`src/rtl/elevator_call_scheduler.sv`:
```
// Purpose: LOOK-order call scheduler issuing one target floor at a time to the car controller.
// Latency: call->pending 1 cycle, idle call->tgt_valid 2 cycles, arrived->door_open 1 cycle.
// Backpressure: none; calls are always accepted (idempotent bitmap), out-of-range floors dropped.
module elevator_call_scheduler #(
    parameter int NUM_FLOORS  = 16,
    parameter int FLOOR_W     = 4,
    parameter int DOOR_CYCLES = 8
) (
    input  logic                  clk,
    input  logic                  rst,
    input  logic                  call_valid,
    input  logic [FLOOR_W-1:0]    call_floor,
    input  logic [FLOOR_W-1:0]    cur_floor,
    input  logic                  arrived,
    output logic                  tgt_valid,
    output logic [FLOOR_W-1:0]    tgt_floor,
    output logic                  dir_up,
    output logic                  door_open,
    output logic                  busy,
    output logic [NUM_FLOORS-1:0] pending
);

    localparam int CNT_W = $clog2(DOOR_CYCLES + 1);
    localparam logic [CNT_W-1:0]      CNT_LAST = CNT_W'(DOOR_CYCLES - 1);
    localparam logic [NUM_FLOORS-1:0] ONE_HOT0 = NUM_FLOORS'(1);

    typedef enum logic [1:0] {IDLE, MOVE, DOOR} state_t;

    state_t                  state, state_nxt;
    logic [NUM_FLOORS-1:0]   pending_nxt, clr_vec;
    logic [FLOOR_W-1:0]      tgt_nxt, up_floor, dn_floor;
    logic [CNT_W-1:0]        cnt, cnt_nxt;
    logic                    dir_nxt, up_found, dn_found, cur_hit, call_ok, absorb;

    // Nearest call strictly above / below the car, plus a hit on the car's own floor.
    always_comb begin
        up_found = 1'b0;
        dn_found = 1'b0;
        cur_hit  = 1'b0;
        up_floor = '0;
        dn_floor = '0;
        for (int i = NUM_FLOORS - 1; i >= 0; i--) begin
            if (pending[i] && i > int'(cur_floor)) begin
                up_found = 1'b1;
                up_floor = FLOOR_W'(i);
            end
        end
        for (int i = 0; i < NUM_FLOORS; i++) begin
            if (pending[i] && i < int'(cur_floor)) begin
                dn_found = 1'b1;
                dn_floor = FLOOR_W'(i);
            end
            if (pending[i] && i == int'(cur_floor)) begin
                cur_hit = 1'b1;
            end
        end
    end

    assign call_ok = call_valid && (int'(call_floor) < NUM_FLOORS);

    always_comb begin
        state_nxt = state;
        dir_nxt   = dir_up;
        tgt_nxt   = tgt_floor;
        cnt_nxt   = cnt;
        clr_vec   = '0;
        absorb    = 1'b0;
        case (state)
            IDLE: begin
                if (|pending) begin
                    if (cur_hit) begin
                        clr_vec   = ONE_HOT0 << cur_floor;
                        cnt_nxt   = '0;
                        state_nxt = DOOR;
                    end else if (dir_up ? up_found : dn_found) begin
                        tgt_nxt   = dir_up ? up_floor : dn_floor;
                        state_nxt = MOVE;
                    end else begin
                        // Nothing ahead: reverse the scan.
                        dir_nxt   = ~dir_up;
                        tgt_nxt   = dir_up ? dn_floor : up_floor;
                        state_nxt = MOVE;
                    end
                end
            end
            MOVE: begin
                if (arrived) begin
                    clr_vec   = ONE_HOT0 << tgt_floor;
                    cnt_nxt   = '0;
                    state_nxt = DOOR;
                end else if (dir_up ? up_found : dn_found) begin
                    tgt_nxt = dir_up ? up_floor : dn_floor;
                end
            end
            DOOR: begin
                if (call_ok && call_floor == cur_floor) begin
                    // Passenger at the open door: extend the dwell instead of queueing.
                    absorb  = 1'b1;
                    cnt_nxt = '0;
                end else if (cnt == CNT_LAST) begin
                    cnt_nxt   = '0;
                    state_nxt = IDLE;
                end else begin
                    cnt_nxt = cnt + 1'b1;
                end
            end
            default: state_nxt = IDLE;
        endcase
        pending_nxt = pending;
        if (call_ok && !absorb) begin
            pending_nxt = pending_nxt | (ONE_HOT0 << call_floor);
        end
        pending_nxt = pending_nxt & ~clr_vec;
    end

    always_ff @(posedge clk or posedge rst) begin
        if (rst) begin
            state     <= IDLE;
            pending   <= '0;
            dir_up    <= 1'b1;
            tgt_floor <= '0;
            tgt_valid <= 1'b0;
            door_open <= 1'b0;
            busy      <= 1'b0;
            cnt       <= '0;
        end else begin
            state     <= state_nxt;
            pending   <= pending_nxt;
            dir_up    <= dir_nxt;
            tgt_floor <= tgt_nxt;
            tgt_valid <= (state_nxt == MOVE);
            door_open <= (state_nxt == DOOR);
            busy      <= (state_nxt != IDLE);
            cnt       <= cnt_nxt;
        end
    end

endmodule

```
`config.mk`:
```
export PLATFORM = sky130hd
export DESIGN_NAME = elevator_call_scheduler
export DESIGN_NICKNAME = d
export VERILOG_FILES = /design/src/rtl/elevator_call_scheduler.sv
export SDC_FILE = /design/constraint.sdc
export NUM_CORES = 1
export LEC_CHECK = 0
export CAP_MARGIN = 10
export CORE_MARGIN = 2
export CORE_UTILIZATION = 61
export CTS_CLUSTER_SIZE = 25
export DETAILED_ROUTE_END_ITERATION = 8
export GPL_ROUTABILITY_DRIVEN = 0
export GPL_TIMING_DRIVEN = 0
export PLACE_DENSITY = 0.86
export SLEW_MARGIN = 20
export SYNTH_ARGS = -nofsm -noshare
export SYNTH_HDL_FRONTEND = slang
export SYNTH_SLANG_ARGS = --single-unit
```
`constraint.sdc`:
```
create_clock -name clk -period 5.4 [get_ports clk]
set_clock_uncertainty 0.05 [all_clocks]
set_input_delay 1.62 -clock clk [delete_from_list [all_inputs] [get_ports clk]]
set_output_delay 1.62 -clock clk [all_outputs]
set_load 0.01 [all_outputs]
```
==> run summary, run 1 <==
Post-CTS timing repair inserted 0 buffers for setup. The Yosys step of the flow raised 0 warnings. For the pin count of the biggest net entering global routing, the log shows 31. The run finished with clean final reports. Gate count of the mapped netlist: 375. TritonCTS built the clock tree.

Critical path launch point type: an input port. The die height is 73.74 microns. Along the worst path, the maximum fanout reaches 10. The max-slew headroom at the worst pin is 0.5903, and the wire length per cell after detailed routing is 20.88 microns. The tools report the static leakage power as 0.001414 uW.

The tools report the achievable frequency as 238.2 MHz. The most used flip-flop cell after synthesis is sky130_fd_sc_hd__dfrtp_1. The tools report the root buffer cell as sky130_fd_sc_hd__clkbuf_8.

Walking the worst path, the cells encountered are clkdlybuf4s50_1, buf_4, nand2_1, o21ai_0, nor2_1, nand4_2, nor4b_1, o221a_2, mux2_4. The tools report the quantity of gates resized following cts as 0. The number of top-level design ports is 36.

The max-slew violation total from the final report was 0. For the core footprint, the log shows 4692 sq um. Portion of netlist area occupied by mux cells: 0.05103. The fraction of synthesized cell area in xor and xnor cells came out at 0.002952. The count of nets left with antenna violations once routing finished came out at 0. The initial antenna violation count is 0. Across the VDD grid, the largest voltage drop is 386.1 uV.

The category of the worst setup path capture point is a flip-flop. The number of cells traversed by the worst register-to-register path is 8, and the depth of the worst hold-timing path is 2. The global route total overflow was 0.

The worst hold slack after final layout is 0.4975 ns. The sequential fraction of the synthesis area came out at 0.2535. For hold timing, the worst endpoint is cnt[1].

The worst register-to-register path begins at pending[11]. The number of global-route vias before repair came out at 3083. The total number of H-tree levels came out at 2. Detailed placement ended at an HPWL of 6973 microns.

Endpoint arrival time on the critical path: 4.33 ns. The fraction of the mapped netlist area in adder cells is 0.02488. The slowest stage of the critical path is the sky130_fd_sc_hd__clkdlybuf4s50_1 cell. The run gives 0.3766 as the global-route usage over all layers. The classification of the worst setup path is in -> reg. After clock tree synthesis, the flow added hold-fix buffers numbering 0. The number of synthesized flops with an enable pin works out to 0.

0 antenna diodes ended up in the layout. The minimum setup slack among reg-to-reg paths came out at 2.57 ns. Among cell families on the critical path, the largest total delay comes from buffers and inverters.

The fraction of registers with async set/reset was 1.000. The worst path needs 4.199 ns of the cycle, external delays included. Final number of setup-violating endpoints: 0. The endpoint of the worst-slack reg-to-reg timing path was tgt_floor[3].

Number of buffer cells added on primary ports: 31. The wire length after detailed routing is 9770 microns, and the detailed-router iteration count before antenna repair is 6. The logs give 0 for the max-capacitance violation count and 0.29 ns for the clock insertion delay at the later pin of the skew report. The complex-gate fraction of the synthesized area was 0.3058. The average via count per standard cell was 7.203; the die area was 5437 sq um. The post-route clock period utilization was 0.7775; the cell area after technology mapping was 2967 sq um. After synthesis, the largest family of logic cells by area is compound AO/OA/AOI/OAI gates.

No sink is reached through more buffers than the 2 on the longest clock path. The detailed router finished its first iteration with 613 violations. For this run, the slowest stage of the critical path takes 0.66 ns.

The run gives 0.6323 as the starting density of the core. The count of final hold-check violations is 0. Counting distinct cell types in the post-synthesis netlist gives 77.

Setup repair after global routing left no endpoint under its margin. Hold path startpoint: cnt[1]. The register bit total from synthesis was 30.

The tightest min-delay check is of the reg -> reg type. Fraction of the mapped netlist area in simple logic gates: 0.2678. A synthesized cell averages 7.911 sq um. The cell area after layout is 3453 sq um, and the number of DRC violations after detailed routing is 0. The number of cell rows is 25, and the net count of the finished layout is 430. The die span in x came out at 73.74 microns.

The run gives 5 as the total CTS buffers. The tools report the worst endpoint required time as 5.53 ns. Compared with the post-synthesis result, the final layout area differs by 16.41%. Counting buffers and inverters, the worst setup path is 9 cells deep. The wire length of the first global-routing pass is 15450 microns, and the transition time at the pin with the least slew margin is 0.6137 ns. The fraction of final layout cells with drive strength greater than 1 is 0.1159. The areal power density over the cells came out at 543.1 nW/um^2. The final route contains 3371 vias. The tools report the post-detailed-placement cell area as 3344 sq um.

Number of nets produced by synthesis: 392. The number of buffers and inverters on the critical path is 2. Counting every sink on the clock net gives 30. The critical path starts at cur_floor[0].

The setup TNS after final layout was 0 ns. The clock-pin slew reported for the worst setup and hold paths after clock tree synthesis is 0.07 ns.
[routing by layer]
metal,up-vias,wire (microns),GRT usage
li1,1467,-,-
met1,1496,3584,0.4841
met2,320,4347,0.5952
met3,88,1252,0.08505
met4,0,586,0.1838
met5,-,0,0
[flip-flops by register name (all words and copies together), names as in the netlist]
| register | count |
|---|---|
| tgt_floor | 4 |
| state | 2 |
| door_open | 1 |
| dir_up | 1 |
| busy | 1 |
| tgt_valid | 1 |
| cnt | 4 |
| pending | 16 |
[layout make-up]
cell class	count	area (sq um)
buffer	30	200.2
clock buffer	5	68.82
clock inverter	3	40.04
sequential	30	752.0
timing repair buffer	31	310.3
multi-input combinational	294	1936
inverter	21	78.83
fill	359	1239
tap	54	67.56
[report_power, final]
part	total, uW	switching (uW)	internal [uW]
Clock	223	87.0	136
Sequential	495	165	330
Combinational	1160	639	519
Total	1880	891	985
[through the flow]
stage | std cells | utilization | power [uW] | setup WS [ns]
6_report | 468 | 0.7360 | 1876 | 1.201
5_1_grt | 468 | 0.7360 | 1976 | 1.164
4_1_cts | 468 | 0.7360 | 1833 | 1.341
3_5_place_dp | 460 | 0.7128 | 1602 | 1.038
3_3_place_gp | 460 | 0.7128 | 1577 | 1.069
2_1_floorplan | 375 | - | 1190 | 1.865
[cell usage in the layout (no fill, tap or decap), types with 3 or more instances in the layout]
cell,count
sky130_fd_sc_hd__buf_4,3
sky130_fd_sc_hd__buf_2,7
sky130_fd_sc_hd__nor2_1,41
sky130_fd_sc_hd__a21oi_1,36
sky130_fd_sc_hd__nor2b_1,6
sky130_fd_sc_hd__nand2_1,25
sky130_fd_sc_hd__a2bb2oi_1,3
sky130_fd_sc_hd__ha_1,5
sky130_fd_sc_hd__a211oi_1,6
sky130_fd_sc_hd__inv_1,20
sky130_fd_sc_hd__o21bai_1,3
sky130_fd_sc_hd__clkdlybuf4s50_1,31
sky130_fd_sc_hd__and3_1,5
sky130_fd_sc_hd__dfrtp_1,29
sky130_fd_sc_hd__clkbuf_8,5
sky130_fd_sc_hd__nand2b_1,13
sky130_fd_sc_hd__buf_6,6
sky130_fd_sc_hd__o22ai_1,6
sky130_fd_sc_hd__o21ai_0,17
sky130_fd_sc_hd__mux2i_1,5
sky130_fd_sc_hd__nor4_1,6
sky130_fd_sc_hd__nand4_1,4
sky130_fd_sc_hd__o31ai_1,6
sky130_fd_sc_hd__nand3_1,3
sky130_fd_sc_hd__o211ai_1,5
sky130_fd_sc_hd__nor3_1,29
sky130_fd_sc_hd__clkbuf_1,11
sky130_fd_sc_hd__mux2_4,5
sky130_fd_sc_hd__o21ai_1,3
sky130_fd_sc_hd__a31oi_1,6
[synthesized netlist by cell type, types with 6 or more instances]
| cell type | n | area [sq um] |
|---|---|---|
| sky130_fd_sc_hd__nor2_1 | 41 | 153.9 |
| sky130_fd_sc_hd__a21oi_1 | 36 | 180.2 |
| sky130_fd_sc_hd__dfrtp_1 | 29 | 725.7 |
| sky130_fd_sc_hd__nor3_1 | 29 | 145.1 |
| sky130_fd_sc_hd__nand2_1 | 25 | 93.84 |
| sky130_fd_sc_hd__inv_1 | 21 | 78.83 |
| sky130_fd_sc_hd__o21ai_0 | 17 | 85.08 |
| sky130_fd_sc_hd__nand2b_1 | 13 | 81.33 |
| sky130_fd_sc_hd__clkbuf_1 | 11 | 41.29 |
| sky130_fd_sc_hd__buf_2 | 7 | 35.03 |
| sky130_fd_sc_hd__a211oi_1 | 6 | 45.04 |
| sky130_fd_sc_hd__a31oi_1 | 6 | 37.54 |
| sky130_fd_sc_hd__buf_6 | 6 | 67.56 |
| sky130_fd_sc_hd__nor2b_1 | 6 | 37.54 |
| sky130_fd_sc_hd__nor4_1 | 6 | 37.54 |
| sky130_fd_sc_hd__o22ai_1 | 6 | 37.54 |
| sky130_fd_sc_hd__o31ai_1 | 6 | 45.04 |
[worst max-delay path by stage]
stage	to	slack [ns]
2_1_floorplan	tgt_floor[0]	1.86
3_3_place_gp	tgt_floor[3]	1.07
3_5_place_dp	tgt_floor[3]	1.04
4_1_cts	tgt_floor[3]	1.34
5_1_grt	tgt_floor[3]	1.16
6_report	tgt_floor[3]	1.20
[worst min-delay path: cells and delay by family (launching register included)]
kind             cells  cell delay (ns)
AO/OA/AOI/OAI        1             0.07
AND/OR/NAND/NOR      1             0.06
flip-flops           1             0.38
[kinds of logic after synthesis]
logic type                 Yosys count
AOI/OAI and AO/OA                  127
adders and majority gates            6
buffers and inverters               51
muxes                               11
and+or+nand+nor                    149
DFF                                 30
xor gates and xnor gates             1
No activity file was read; power rests on OpenSTA's default activity.
==> run 2: changes to the inputs <==
--- a/config.mk
+++ b/config.mk
@@ -7,12 +7,12 @@
 export LEC_CHECK = 0
 export CAP_MARGIN = 10
 export CORE_MARGIN = 2
-export CORE_UTILIZATION = 61
+export CORE_UTILIZATION = 57
 export CTS_CLUSTER_SIZE = 25
 export DETAILED_ROUTE_END_ITERATION = 8
 export GPL_ROUTABILITY_DRIVEN = 0
 export GPL_TIMING_DRIVEN = 0
-export PLACE_DENSITY = 0.86
+export PLACE_DENSITY = 0.81
 export SLEW_MARGIN = 20
 export SYNTH_ARGS = -nofsm -noshare
 export SYNTH_HDL_FRONTEND = slang
==> constraint.sdc (replaced) <==
create_clock -name clk -period 3.9 [get_ports clk]
set_clock_uncertainty 0.05 [all_clocks]
set_input_delay 1.17 -clock clk [delete_from_list [all_inputs] [get_ports clk]]
set_output_delay 1.17 -clock clk [all_outputs]
set_load 0.01 [all_outputs]
==> run 2 against run 1 <==
Net effect: utilization fell by 5.5 points; clock power rose by 17%; worst hold slack improved by 0.0033 ns; routed wire length rose by 0.86%; critical endpoint is now tgt_floor[1]; largest power group unchanged; highest routed layer unchanged.
==> run summary, run 2 (synthesis results as in run 1) <==
The total of hold buffers inserted after clock tree synthesis is 0 (unchanged). The final total power came out at 2545 uW (+36%). The clock insertion delay at the later pin of the skew report was 0.29 ns (about the same). The tools report the wire length of the first global-routing pass as 15700 microns (+1.7%).

The worst path needs 3.631 ns of the cycle, external delays included. Among all stages on the critical path, the largest delay is contributed by sky130_fd_sc_hd__nor2_1. The fraction of final layout cells with drive strength greater than 1 came out at 0.1135 (-0.002415). The transition time at the pin with the least slew margin came out at 0.6566 ns (+0.04290 ns). The tools report the category of the worst setup path capture point as a flip-flop.

Launch point of the critical path: cur_floor[0]. The smallest setup slack after layout is 0.2685 ns (-0.9329 ns), and the number of global-route vias before repair is 3213 (+4.2%). The run gives 4.03 ns (-1.50 ns) as the worst endpoint required time. The area added between synthesis and finish came out at 16.49% (about the same). The path class of the tightest hold or removal check is reg -> reg. The number of buffers and inverters on the critical path is 1 (-1), and the static leakage power is 0.001405 uW (-0.68%).

The max-slew violation total from the final report is 0 (unchanged). Cell depth of the worst setup path: 8 (-1). For the final number of setup-violating endpoints, the log shows 0 (unchanged). The wire length per cell after detailed routing came out at 20.36 microns (-2.5%). The run gives 0.5008 ns (+0.003300 ns) as the worst hold slack after final layout. The classification of the worst setup path is in -> reg. The number of buffer cells added on primary ports was 31 (unchanged). The post-route clock period utilization was 0.9311. CTS placed an instance of sky130_fd_sc_hd__clkbuf_8 at the clock tree root. The number of cells traversed by the worst register-to-register path works out to 8 (unchanged). The run gives 5797 sq um (+6.6%) as the die area. Setup repair after global routing left no endpoint under its margin. The count of antenna diodes in the layout is 0 (unchanged).

The net count of the finished layout came out at 430 (unchanged). The logs give 442 (+23%) for the filler cell count in the final layout and 0.5617 (-0.02864) for the max-slew headroom at the worst pin. The count of final hold-check violations was 0 (unchanged). The area occupied by registers is 752.0 sq um (unchanged).

Quantity of gates resized following cts: 0 (unchanged). The number of DRC violations after detailed routing is 0 (unchanged), and the average via count per standard cell is 7.023 (-2.5%). The clock-pin slew reported for the worst setup and hold paths after clock tree synthesis was 0.06 ns (about the same); the via count was 3399 (+0.83%). Count of antenna-violating nets left after detailed routing: 0 (unchanged). The run finished with clean final reports. The flip-flop count of the largest register, all copies and words added came out at 16 (unchanged). The die span in x is 76.14 microns (+3.3%), and the worst-path maximum fanout is 7 (-3). The areal power density over the cells is 736.5 nW/um^2 (+36%). The tools report the number of buffers between clock root and the deepest sink as 2 (unchanged). The number of non-filler instances in the completed layout was 484 (+3.4%). The tools report the endpoint of the worst-slack reg-to-reg timing path as tgt_floor[1]. For the minimum setup slack among reg-to-reg paths, the log shows 1.23 ns (-1.34 ns). The achievable frequency is 275.4 MHz, and the estimated wirelength of the detail-placed design is 6968 microns (about the same). For the worst slack after detailed placement, the log shows 0.008744 ns (-1.029 ns). The logs give 26 (+4.0%) for the number of cell rows and 31 (unchanged) for the pin count of the biggest net entering global routing. The most critical setup path has its endpoint at tgt_floor[1].

The signal on the critical path passes through clkdlybuf4s50_1, nor2_1, a31oi_2, nand4b_4, nor4_1, nor4b_1, o221a_2, mux2_4. The global-route usage over all layers came out at 0.3365 (-0.04019). The die height is 76.14 microns (+3.3%). The initial antenna violation count was 0 (unchanged); the detailed-router iteration count before antenna repair was 6 (unchanged). The post-CTS repair timing setup buffer count is 0 (unchanged), and the starting density of the core is 0.5846 (-0.04770). In the final layout, the registers with the most flip-flops are pending x16, cnt x4, tgt_floor x4. TritonCTS built the clock tree.

The run gives 1936 sq um (unchanged) as the area taken by multi-input logic gates. The tools report the setup TNS after final layout as 0 ns (unchanged). Cell family with the largest share of critical-path delay: simple AND/OR/NAND/NOR gates. The run gives 535.0 uV (+39%) as the worst supply voltage drop on vdd. The run gives 3.76 ns (-0.57 ns) as the endpoint arrival time on the critical path. The run gives 30 (unchanged) as the total clock sinks.

The run gives 517 (-16%) as the number of DRC violations after detailed-routing iteration 0. More flip-flops sit in one register than any other, and that register is pending. The core footprint is 5075 sq um (+8.2%), and the global route total overflow is 0 (unchanged). The total CTS buffers was 5 (unchanged). Total number of H-tree levels: 2 (unchanged). Reg-to-reg startpoint: pending[11].

The tools report the number of placed instances with taps included as 476 (+3.5%). Peak per-stage delay on the critical path: 0.58 ns (-0.08 ns). The max-capacitance violation count was 0 (unchanged). Critical path launch point type: an input port.

The run gives 36 (unchanged) as the number of top-level design ports. The library cells used most frequently in the layout, excluding fill and tap cells, are 41 x sky130_fd_sc_hd__nor2_1, 36 x sky130_fd_sc_hd__a21oi_1, 31 x sky130_fd_sc_hd__clkdlybuf4s50_1. The library cell used most frequently in the layout, excluding fill and tap cells, is sky130_fd_sc_hd__nor2_1.

The tools report the wire length after detailed routing as 9854 microns (+0.86%).
-- run 2: through the flow --
step,area [sq um],util
floorplan,2967,-
global placement,3364,0.6630
detailed placement,3364,0.6630
CTS,3456,0.6810
global route,3456,0.6810
finish,3456,0.6810
-- run 2: layer usage --
| metal | up-vias | GRT usage | share of wire |
|---|---|---|---|
| met4 | 0 | 0.2109 | 0.056 |
| met2 | 290 | 0.5125 | 0.44 |
| met1 | 1563 | 0.4291 | 0.38 |
| li1 | 1472 | - | - |
| met3 | 74 | 0.08294 | 0.13 |
| met5 | - | 0 | 0 |
-- run 2: worst min path at each step --
| stage | cells after the start | startpoint | to | slack (ns) |
|---|---|---|---|---|
| detailed placement | 2 | cnt[1] | cnt[1] | 0.48 |
| finish | 2 | cnt[1] | cnt[1] | 0.50 |
| CTS | 2 | cnt[1] | cnt[1] | 0.49 |
| global route | 2 | cnt[3] | cnt[3] | 0.54 |
| global placement | 2 | cnt[1] | cnt[1] | 0.47 |
| floorplan | 2 | cnt[1] | cnt[1] | 0.45 |
-- run 2: final cells by class --
class	count	area share
tap	70	0.02534
sequential	30	0.2176
inverter	21	0.02281
timing repair buffer	31	0.08979
clock buffer	7	0.02498
multi-input combinational	294	0.5601
buffer	30	0.05793
clock inverter	1	0.001448
-- run 2: worst reg2reg max path, stage by stage (launching register included) --
cell and delay [ns]:
sky130_fd_sc_hd__dfrtp_1 0.39, sky130_fd_sc_hd__clkbuf_1 0.44, sky130_fd_sc_hd__o21ai_0 0.20, sky130_fd_sc_hd__a41oi_1 0.31, sky130_fd_sc_hd__a21oi_1 0.11, sky130_fd_sc_hd__nand4_2 0.17
sky130_fd_sc_hd__nor4b_1 0.24, sky130_fd_sc_hd__o221a_2 0.33, sky130_fd_sc_hd__mux2_4 0.31
-- run 2: power breakdown --
group	leakage [uW]	total, uW	switching [uW]	internal, uW
sequential	0.000362	684	227	457
combinational	0.000994	1600	882	718
clock	0.0000482	262	120	142
total	0.00140	2550	1230	1320
==> run 3: changes to the inputs <==
--- a/config.mk
+++ b/config.mk
@@ -6,7 +6,7 @@
 export NUM_CORES = 1
 export LEC_CHECK = 0
 export CAP_MARGIN = 10
-export CORE_MARGIN = 2
+export CORE_MARGIN = 1
 export CORE_UTILIZATION = 57
 export CTS_CLUSTER_SIZE = 25
 export DETAILED_ROUTE_END_ITERATION = 8
==> run 3 against run 2 <==
Net effect: cell area grew 0.40%; sequential share of layout area decreased by 0.086 points; first-iteration DRC count up 18%; worst hold slack lost 0.014 ns; critical path depth rose by 1; clock power up 19%; final cell count down 0.62%; die area fell by 5.2%; non-clock buffer count is the same; utilization up 3.0 points; total power grew 1.7%; register-to-register slack got worse by 0.07 ns.
==> run summary, run 3 (synthesis results as in run 1) <==
The run finished with clean final reports. Setup repair after global routing left no endpoint under its margin. The tools report the filler cell count in the final layout as 412 (-6.8%). The tools report the final number of setup-violating endpoints as 0 (unchanged).

The setup path with the least slack is of type in -> reg. The area growth from synthesis to layout is 16.95%. In the final layout, the registers with the most flip-flops are pending x16, cnt x4, tgt_floor x4. The total clock sinks is 30 (unchanged), and the areal power density over the cells is 745.9 nW/um^2 (+1.3%). The count of antenna-violating nets left after detailed routing is 0 (unchanged), and the count of antenna diodes in the layout is 0 (unchanged). The tools report the wire length after detailed routing as 9612 microns (-2.5%).

TritonCTS built the clock tree. The logs give 15290 microns (-2.6%) for the wire length of the first global-routing pass and 439.3 uV (-18%) for the worst supply voltage drop on vdd. The worst-path maximum fanout was 10 (+3); the global route total overflow was 0 (unchanged). The area taken by multi-input logic gates came out at 1936 sq um (unchanged). The run gives 271.7 MHz (-1.3%) as the achievable frequency. The run gives 8 (+2) as the detailed-router iteration count before antenna repair.

Category of the worst setup path capture point: a flip-flop. The top cell types in the final layout, fill and taps aside, are 41 x sky130_fd_sc_hd__nor2_1, 36 x sky130_fd_sc_hd__a21oi_1, 31 x sky130_fd_sc_hd__clkdlybuf4s50_1. The total CTS buffers is 5 (unchanged). The library cell used most frequently in the layout, excluding fill and tap cells, is sky130_fd_sc_hd__nor2_1.

The logs give 0.3747 (+0.03822) for the global-route usage over all layers and 0.001414 uW (+0.69%) for the static leakage power. For the number of global-route vias before repair, the log shows 3105 (-3.4%). The total of hold buffers inserted after clock tree synthesis came out at 0 (unchanged). The initial antenna violation count is 0 (unchanged). Number of top-level design ports: 36 (unchanged). The die area was 5497 sq um (-5.2%); the quantity of gates resized following cts was 0 (unchanged).

The die span in x is 74.14 microns (-2.6%). The post-route clock period utilization is 0.9438 (+0.01268). The logs give 0.29 ns (about the same) for the clock insertion delay at the later pin of the skew report and 25 (-3.8%) for the number of cell rows. The number of DRC violations after detailed routing was 0 (unchanged); the clock-pin slew reported for the worst setup and hold paths after clock tree synthesis was 0.06 ns (about the same). Core footprint: 4880 sq um (-3.8%). The logs give 430 (unchanged) for the net count of the finished layout and 2 (unchanged) for the total number of H-tree levels. Number of DRC violations after detailed-routing iteration 0: 609 (+18%). In this run the worst hold path is classified as reg -> reg. Final critical delay including setup and external delays: 3.681 ns (+0.04944 ns). The transition time at the pin with the least slew margin is 0.6343 ns (-0.02226 ns). The number of buffer cells added on primary ports works out to 31 (unchanged). The die height was 74.14 microns (-2.6%). The tools report the number of buffers between clock root and the deepest sink as 2 (unchanged).

Endpoint arrival time on the critical path: 3.81 ns (+0.05 ns). The flip-flop count of the largest register, all copies and words added works out to 16 (unchanged). Setup TNS after final layout: 0 ns (unchanged). The tools report the count of final hold-check violations as 0 (unchanged). The tree is rooted in a sky130_fd_sc_hd__clkbuf_8.

The max-capacitance violation count was 0 (unchanged); the area occupied by registers was 752.0 sq um (unchanged). The post-layout utilization of the core came out at 0.7110 (+0.03006). The critical path launch point type was an input port.

The average via count per standard cell was 7.031 (+0.12%). The tools report the pin count of the biggest net entering global routing as 31 (unchanged). Wire length per cell after detailed routing: 19.98 microns (-1.8%).

Register containing the most flip-flops in the final layout: pending. The fraction of final layout cells with drive strength greater than 1 is 0.1159 (+0.002415). The post-CTS repair timing setup buffer count came out at 0 (unchanged). Worst endpoint required time: 4.03 ns (about the same).

Estimated wirelength of the detail-placed design: 6962 microns (about the same). The starting density of the core is 0.6079 (+0.02338). The tools report the max-slew violation total from the final report as 0 (unchanged).

The via count was 3382 (-0.50%). The max-slew headroom at the worst pin is 0.5765 (+0.01486).
## run 3: changes by cell type in the layout (fill, tap and decap cells not counted)
cell                        delta
sky130_fd_sc_hd__clkinv_2      +1
sky130_fd_sc_hd__clkbuf_1      -1
sky130_fd_sc_hd__bufinv_16     +1
sky130_fd_sc_hd__clkbuf_8      -1
## run 3: stage by stage
step	total power [uW]	instances	hold WS (ns)	worst slack (ns)	cell area [sq um]
2_1_floorplan	1647	375	0.4470	0.8146	2967
3_3_place_gp	2185	473	0.4667	0.02560	3361
3_5_place_dp	2213	473	0.4780	-0.005840	3361
4_1_cts	2540	481	0.4916	0.2856	3470
5_1_grt	2744	481	0.5390	0.06593	3470
6_report	2588	481	0.4867	0.2191	3470
## run 3: per-layer routing
| metal | up-vias | routed length [microns] | GRT usage |
|---|---|---|---|
| li1 | 1477 | - | - |
| met1 | 1532 | 3731 | 0.5021 |
| met2 | 306 | 4099 | 0.5404 |
| met3 | 67 | 1301 | 0.1179 |
| met4 | 0 | 480 | 0.1923 |
| met5 | - | 0 | 0 |
## run 3: layout make-up
class                   instances  area share
multi-input cells             294      0.5579
flip-flops and latches         30      0.2167
clock inverters                 3     0.01154
well taps                      67     0.02416
plain buffers                  30     0.05770
clock buffers                   5     0.01983
repair buffers                 31     0.08943
inverters                      21     0.02272
## run 3: critical path, stage by stage
cell and delay (ns):
sky130_fd_sc_hd__clkdlybuf4s50_1 0.64, sky130_fd_sc_hd__buf_4 0.23, sky130_fd_sc_hd__nand2_1 0.25, sky130_fd_sc_hd__o21ai_0 0.33, sky130_fd_sc_hd__nor2_1 0.12, sky130_fd_sc_hd__nand4_2 0.14, sky130_fd_sc_hd__nor4b_1 0.26, sky130_fd_sc_hd__o221a_2 0.34
sky130_fd_sc_hd__mux2_4 0.31
## run 3: worst paths after layout
kind | slack (ns) | end | start | cells after the start
setup / recovery | 0.22 | tgt_floor[3] | cur_floor[0] | 9
hold / removal | 0.49 | cnt[3] | cnt[3] | 2
setup reg to reg | 1.16 | tgt_floor[3] | pending[11] | 8
hold reg to reg | 0.49 | cnt[3] | cnt[3] | 2
max in group asynchronous | 2.15 | tgt_valid | rst | 2
min in group asynchronous | 1.23 | pending[4] | rst | 2
## run 3: report_power, final
group          internal [uW]  switching (uW)  leakage [uW]
registers                457             223      0.000362
logic                    720             877      0.000994
clock network            188             124     0.0000579
